### src/rtl/clock_calendar_core_if.sv
// Control/display bundle for clock_calendar_core.
// Optional feature macro: CAL_DEC_EN (adds the dec request line).
// Requests (set_en/set_sel/inc/dec) are levels sampled on clk; there is no
// valid/ready pairing because every request is consumed on the edge it is seen.
interface clock_calendar_core_if;
  logic       set_en;
  logic [2:0] set_sel;
  logic       inc;
`ifdef CAL_DEC_EN
  logic       dec;
`endif
  logic [5:0] sec;
  logic [5:0] min;
  logic [4:0] hour;
  logic [2:0] day;
  logic [4:0] date;
  logic [3:0] month;
  logic [5:0] year;
  logic       sec_tick;

  // Driver side: buttons / set-mode control, consumes the calendar fields.
  modport master (
    output set_en, set_sel, inc,
`ifdef CAL_DEC_EN
    output dec,
`endif
    input  sec, min, hour, day, date, month, year, sec_tick
  );

  // Calendar core side.
  modport slave (
    input  set_en, set_sel, inc,
`ifdef CAL_DEC_EN
    input  dec,
`endif
    output sec, min, hour, day, date, month, year, sec_tick
  );
endinterface

### src/rtl/clock_calendar_core.sv
// Clock/calendar core: prescaler to 1 Hz, cascaded sec..year chain with
// month-length and leap-year rules, and a one-field-at-a-time set mode.
// Optional feature macro: CAL_DEC_EN (dec button decrements the selected field).
module clock_calendar_core #(
  parameter int TICK_DIV = 50000000,
  parameter int PRESC_W  = 26
) (
  input logic                  clk,
  input logic                  rst,
  clock_calendar_core_if.slave bus
);

  localparam logic [PRESC_W-1:0] PRESC_LAST = PRESC_W'(TICK_DIV - 1);

  logic [PRESC_W-1:0] presc_q, presc_d;
  logic [5:0] sec_q, sec_d;
  logic [5:0] min_q, min_d;
  logic [4:0] hour_q, hour_d;
  logic [2:0] day_q, day_d;
  logic [4:0] date_q, date_d;
  logic [3:0] month_q, month_d;
  logic [5:0] year_q, year_d;
  logic       sec_tick_q, sec_tick_d;
  logic       inc_q, inc_d;
`ifdef CAL_DEC_EN
  logic       dec_q, dec_d;
`endif

  logic       inc_edge;
  logic       dec_edge;
  logic       do_edit;
  logic       up;
  logic [4:0] dim_cur;
  logic [4:0] dim_new;

  // Feb has 29 days whenever year[1:0]==0; exact across 2000..2063.
  function automatic logic [4:0] days_in_month(input logic [3:0] m, input logic [5:0] y);
    case (m)
      4'd4, 4'd6, 4'd9, 4'd11: days_in_month = 5'd30;
      4'd2:                    days_in_month = (y[1:0] == 2'b00) ? 5'd29 : 5'd28;
      default:                 days_in_month = 5'd31;
    endcase
  endfunction

  // Next-state: button edges, prescaler, carry chain and set-mode edits.
  always_comb begin
    presc_d    = presc_q;
    sec_d      = sec_q;
    min_d      = min_q;
    hour_d     = hour_q;
    day_d      = day_q;
    date_d     = date_q;
    month_d    = month_q;
    year_d     = year_q;
    sec_tick_d = 1'b0;
    inc_d      = bus.inc;
    inc_edge   = bus.inc & ~inc_q;
`ifdef CAL_DEC_EN
    dec_d      = bus.dec;
    dec_edge   = bus.dec & ~dec_q;
`else
    dec_edge   = 1'b0;
`endif
    // Simultaneous inc and dec edges cancel out.
    do_edit    = inc_edge ^ dec_edge;
    up         = inc_edge;
    dim_cur    = days_in_month(month_q, year_q);
    dim_new    = dim_cur;

    if (bus.set_en) begin
      // Time frozen; prescaler parked so the first tick after exit is a full period away.
      presc_d = '0;
      if (do_edit) begin
        case (bus.set_sel)
          3'd1: sec_d  = up ? ((sec_q  == 6'd59) ? 6'd0  : sec_q  + 6'd1)
                            : ((sec_q  == 6'd0)  ? 6'd59 : sec_q  - 6'd1);
          3'd2: min_d  = up ? ((min_q  == 6'd59) ? 6'd0  : min_q  + 6'd1)
                            : ((min_q  == 6'd0)  ? 6'd59 : min_q  - 6'd1);
          3'd3: hour_d = up ? ((hour_q == 5'd23) ? 5'd0  : hour_q + 5'd1)
                            : ((hour_q == 5'd0)  ? 5'd23 : hour_q - 5'd1);
          3'd4: day_d  = up ? ((day_q  == 3'd6)  ? 3'd0  : day_q  + 3'd1)
                            : ((day_q  == 3'd0)  ? 3'd6  : day_q  - 3'd1);
          3'd5: date_d = up ? ((date_q >= dim_cur) ? 5'd1 : date_q + 5'd1)
                            : ((date_q <= 5'd1)    ? dim_cur : date_q - 5'd1);
          3'd6: begin
            month_d = up ? ((month_q == 4'd12) ? 4'd1  : month_q + 4'd1)
                         : ((month_q == 4'd1)  ? 4'd12 : month_q - 4'd1);
            dim_new = days_in_month(month_d, year_q);
            if (date_q > dim_new) date_d = dim_new;
          end
          3'd7: begin
            // 6-bit wrap gives 63->0 and 0->63 directly.
            year_d  = up ? year_q + 6'd1 : year_q - 6'd1;
            dim_new = days_in_month(month_q, year_d);
            if (date_q > dim_new) date_d = dim_new;
          end
          default: ;
        endcase
      end
    end else if (presc_q == PRESC_LAST) begin
      presc_d    = '0;
      sec_tick_d = 1'b1;
      if (sec_q == 6'd59) begin
        sec_d = 6'd0;
        if (min_q == 6'd59) begin
          min_d = 6'd0;
          if (hour_q == 5'd23) begin
            hour_d = 5'd0;
            day_d  = (day_q == 3'd6) ? 3'd0 : day_q + 3'd1;
            if (date_q >= dim_cur) begin
              date_d = 5'd1;
              if (month_q == 4'd12) begin
                month_d = 4'd1;
                year_d  = year_q + 6'd1;
              end else begin
                month_d = month_q + 4'd1;
              end
            end else begin
              date_d = date_q + 5'd1;
            end
          end else begin
            hour_d = hour_q + 5'd1;
          end
        end else begin
          min_d = min_q + 6'd1;
        end
      end else begin
        sec_d = sec_q + 6'd1;
      end
    end else begin
      presc_d = presc_q + 1'b1;
    end
  end

  // State registers; reset lands on 2000-01-01 00:00:00, a Saturday.
  always_ff @(posedge clk or posedge rst) begin
    if (rst) begin
      presc_q    <= '0;
      sec_q      <= 6'd0;
      min_q      <= 6'd0;
      hour_q     <= 5'd0;
      day_q      <= 3'd6;
      date_q     <= 5'd1;
      month_q    <= 4'd1;
      year_q     <= 6'd0;
      sec_tick_q <= 1'b0;
      inc_q      <= 1'b0;
`ifdef CAL_DEC_EN
      dec_q      <= 1'b0;
`endif
    end else begin
      presc_q    <= presc_d;
      sec_q      <= sec_d;
      min_q      <= min_d;
      hour_q     <= hour_d;
      day_q      <= day_d;
      date_q     <= date_d;
      month_q    <= month_d;
      year_q     <= year_d;
      sec_tick_q <= sec_tick_d;
      inc_q      <= inc_d;
`ifdef CAL_DEC_EN
      dec_q      <= dec_d;
`endif
    end
  end

  assign bus.sec      = sec_q;
  assign bus.min      = min_q;
  assign bus.hour     = hour_q;
  assign bus.day      = day_q;
  assign bus.date     = date_q;
  assign bus.month    = month_q;
  assign bus.year     = year_q;
  assign bus.sec_tick = sec_tick_q;

endmodule

### src/flat_wrapper.sv
// flat-port wrapper written by rule: the top's interface ports become plain ports
module clock_calendar_core_flat 
#(
  parameter int TICK_DIV = 50000000,
  parameter int PRESC_W  = 26
)
  (clk, rst, bus_set_en, bus_set_sel, bus_inc, bus_sec, bus_min, bus_hour, bus_day, bus_date, bus_month, bus_year, bus_sec_tick);
  clock_calendar_core_if bus_i ();
  input logic clk;
  input logic rst;
  input wire logic [$bits(bus_i.set_en)-1:0] bus_set_en;
  input wire logic [$bits(bus_i.set_sel)-1:0] bus_set_sel;
  input wire logic [$bits(bus_i.inc)-1:0] bus_inc;
  output wire logic [$bits(bus_i.sec)-1:0] bus_sec;
  output wire logic [$bits(bus_i.min)-1:0] bus_min;
  output wire logic [$bits(bus_i.hour)-1:0] bus_hour;
  output wire logic [$bits(bus_i.day)-1:0] bus_day;
  output wire logic [$bits(bus_i.date)-1:0] bus_date;
  output wire logic [$bits(bus_i.month)-1:0] bus_month;
  output wire logic [$bits(bus_i.year)-1:0] bus_year;
  output wire logic [$bits(bus_i.sec_tick)-1:0] bus_sec_tick;
  assign bus_i.set_en = bus_set_en;
  assign bus_i.set_sel = bus_set_sel;
  assign bus_i.inc = bus_inc;
  assign bus_sec = bus_i.sec;
  assign bus_min = bus_i.min;
  assign bus_hour = bus_i.hour;
  assign bus_day = bus_i.day;
  assign bus_date = bus_i.date;
  assign bus_month = bus_i.month;
  assign bus_year = bus_i.year;
  assign bus_sec_tick = bus_i.sec_tick;
  clock_calendar_core #(.TICK_DIV(TICK_DIV), .PRESC_W(PRESC_W)) u_core (.clk(clk), .rst(rst), .bus(bus_i));
endmodule
### config.mk
export PLATFORM = sky130hd
export DESIGN_NAME = clock_calendar_core_flat
export DESIGN_NICKNAME = d
export VERILOG_FILES = /design/src/rtl/clock_calendar_core_if.sv /design/src/rtl/clock_calendar_core.sv /design/src/flat_wrapper.sv
export SDC_FILE = /design/constraint.sdc
export NUM_CORES = 1
export LEC_CHECK = 0
export ABC_AREA = 1
export CORE_MARGIN = 1
export CORE_UTILIZATION = 52
export CTS_CLUSTER_DIAMETER = 40
export DETAILED_ROUTE_END_ITERATION = 8
export GPL_ROUTABILITY_DRIVEN = 0
export HOLD_SLACK_MARGIN = 0.1
export PLACE_DENSITY = 0.75
export SETUP_SLACK_MARGIN = 0.05
export SYNTH_ARGS = -nofsm -noshare
export SYNTH_HDL_FRONTEND = slang
export SYNTH_SLANG_ARGS = --single-unit
### constraint.sdc
create_clock -name clk -period 2.5 [get_ports clk]
set_input_delay 0.5 -clock clk [delete_from_list [all_inputs] [get_ports clk]]
set_output_delay 0.5 -clock clk [all_outputs]
set_load 0.02 [all_outputs]
==> metrics.cfg <==
[place]
placed_cells = 714
hpwlAfterDp_mm = 7.05
placed_area_sq_mm = 0.00486
dpl_worst_slack_ps = -359
io_buffers = 42

[floorplan]
initial_utilization_pct = 53.7
die_area_sq_mm = 0.00830
io_pins = 43
die_h_um = 91.1
num_rows = 32
die_x_um = 91.1
core_area_sq_mm = 0.00769

[drt]
wire_per_inst_um = 13.7
drcViolationCount = 0
viasPerCell = 5.29
vias = 3965
ant_nets = 0
wirelength_mm = 10.3
initialDrtViolationCount = 161
drt_first_pass_iters = 5

[cts]
cts_root_buffer = clkbuf_8
cts_made_buffers = 9
cts_tree = built
cts_sinks = 63
hold_buffers = 0
clk_path_buf_depth = 2
clk_latency_ps = 350
ctsHtreeMaxLevel = 3
path_clk_slew_ps = 80

[sta]
fin_crit_sh_pct = 107
tns_ps = -792
worst_pin_slew_ps = 528
finalSetupViolCount = 5
rsz0062_at_grt = yes
fmax_mhz = 373
final.setup_skew_ps = 12.9
worst_slack_ps = -181
hold_violations = 0
finalMaxSlewViolations = 0
relSlewSlack_pct = 64.4
fin_crit_ps = 2680

[finish]
multi_input_area_sq_mm = 0.00234
regArea_sq_mm = 0.00158
fin_area_sq_mm = 0.00532
n_antenna_cell = 0
stdcell_count = 750
n_fill_cell = 632
final_nets = 666
drive_gt1_share_pct = 21.3
area_growth_pct = 28.8

[power]
fin_total_pwr_w = 0.00525
p_leak_nw = 2.40
p_per_area_mw_per_mm2 = 987
irDropWorstVdd_mv = 0.674

[setup_path]
slowest_stage = dfstp_2
cp.required_ps = 2780
max_stage_delay_ps = 590
crit_path_end_kind = register
path_cells = buf_4, buf_4, nand3_1, nand3_2, nand3_1, nand2_2, nand4_1, buf_4, buf_4, buf_4, buf_4, buf_4, buf_4, buf_4, nand4_1, nand2_1, nand2_1, a21oi_1
path_max_fanout = 4
critical_path_class = reg2reg
crit_arrival_ps = 2960
cpMostUsedCell = buf_4
cp-start-kind = register

[yosys]
synth_area_leaders = dfrtp_1 36%, nand2_1 10%, inv_1 6.5%
netlist-cell-type-count = 40
synth_cells = 552
yosys.area.top_type_share_pct = 35.8
yosysTopAreaCell = dfrtp_1
yosysSeqAreaShare_pct = 38.3
netlist_area_sq_mm = 0.00413
syn_nets = 575
syn_area_per_cell_sq_um = 7.48
ys_seq_elements = 63
yosysWarnings = 0

[grt]
antenna_found_initial = 0
grt_pass1_wl_mm = 17.1
grt_max_degree = 28
grt_use_total_pct = 25.7
grt-ovfl-total = 0
grt_pass1_vias = 3869

[hold_path]
hold_class = in2async

[outcome]
violations = setup timing
status = finished, violations left

[flow_run]
drv_cap = 0

[routing by layer]
metal	vias to the layer above	part of all wire, %	GRT usage (%)
met4	0	3.4	13.5
met1	1852	43	30.8
met5	-	0	0
met2	104	50	44.8
li1	1979	-	-
met3	30	3.9	3.60
[cells in the mapped netlist, drive strengths merged]
master and n:
nand2 121, inv 79, nor2 72, dfrtp 59, o21ai 49, nand3 36
a21oi 29, nor3 21, ha 16, nand4 16, xor2 14, xnor2 9
buf 5, nor4 5, dfstp 4, or2 4, a31oi 3, mux2 2
nor3b 2, and3 1, clkbuf 1, mux2i 1, o2111ai 1, o211ai 1
o31ai 1
[layout make-up]
class | count | area share [%]
timing repair buffer | 86 | 14.4
clock inverter | 4 | 0.847
multi-input combinational | 404 | 44.0
tap | 102 | 2.40
sequential | 63 | 29.7
inverter | 79 | 5.67
clock buffer | 12 | 2.92
[per-stage QoR]
stage	utilization (%)	hold slack, ps
after floorplan	-	470
after global placement	63.2	484
after detailed placement	63.2	491
after CTS	68.0	497
after global routing	69.2	522
final	69.2	482
[worst paths after layout]
path                                             to  slack [ps]  cells after the start                start
min in group clk                  u_core.presc_q[0]         500                      1    u_core.presc_q[0]
worst min register to register    u_core.presc_q[0]         500                      1    u_core.presc_q[0]
worst max-delay path             u_core.bus.date[0]        -180                     18  u_core.bus.month[0]
max in group asynchronous       u_core.bus.month[0]        1330                      3                  rst
worst min-delay path              u_core.presc_q[9]         480                      2                  rst
worst max register to register   u_core.bus.date[0]        -180                     18  u_core.bus.month[0]
[worst max-delay path: cells and delay by family, from the launching register on]
kind	cells	cell delay (ps)
buffers and inverters	9	1180
and+or+nand+nor	8	780
DFF	1	590
AOI/OAI and AO/OA	1	60
[report_power, final]
group          internal [W]  switching (W)
Combinational       0.00134        0.00142
Clock              0.000510       0.000403
Sequential          0.00126       0.000315
Total               0.00310        0.00214
[cell usage in the layout (no fill, tap or decap), drive strengths merged]
cell type and count:
nor4 5, clkbuf 12, or2 4, nor3b 2
dfstp 4, buf 44, o2111ai 1, nand3 36
inv 79, mux2i 1, a21oi 29, dfrtp 59
nand2 121, mux2 2, ha 16, and3 1
nor3 21, xor2 14, nor2 72, o21ai 49
o211ai 1, nand4 16, clkdlybuf4s50 42, clkinv 3
xnor2 9, a31oi 3, o31ai 1, bufinv 1
[timing repair]
| action | CTS | global route |
|---|---|---|
| setup endpoints to repair | 15 | 15 |
| pin swaps | 14 | 14 |
| resized for setup | 14 | 19 |
| endpoints found under the hold margin | 0 | 0 |
| buffers inserted | 18 | 2 |
[cell families (layout without fill, tap and decap cells)]
kind of cell,Yosys count,after routing,share of synthesized area (%)
flops,63,63,38.3
buf+inv,85,181,8.22
simple gates,278,278,32.2
xor+xnor,23,23,4.88
compound gates,84,84,10.7
mux,3,3,0.879
fa+ha+maj,16,16,4.85
[registers in the layout, summed over array words and instances (netlist names)]
name	flops
u_core.presc_q	26
u_core.bus.date	5
u_core.inc_q	1
u_core.bus.year	6
u_core.bus.hour	5
u_core.bus.sec	6
u_core.bus.day	3
u_core.bus.min	6
u_core.bus.sec_tick	1
u_core.bus.month	4
Power figures use the tool's default switching activity.
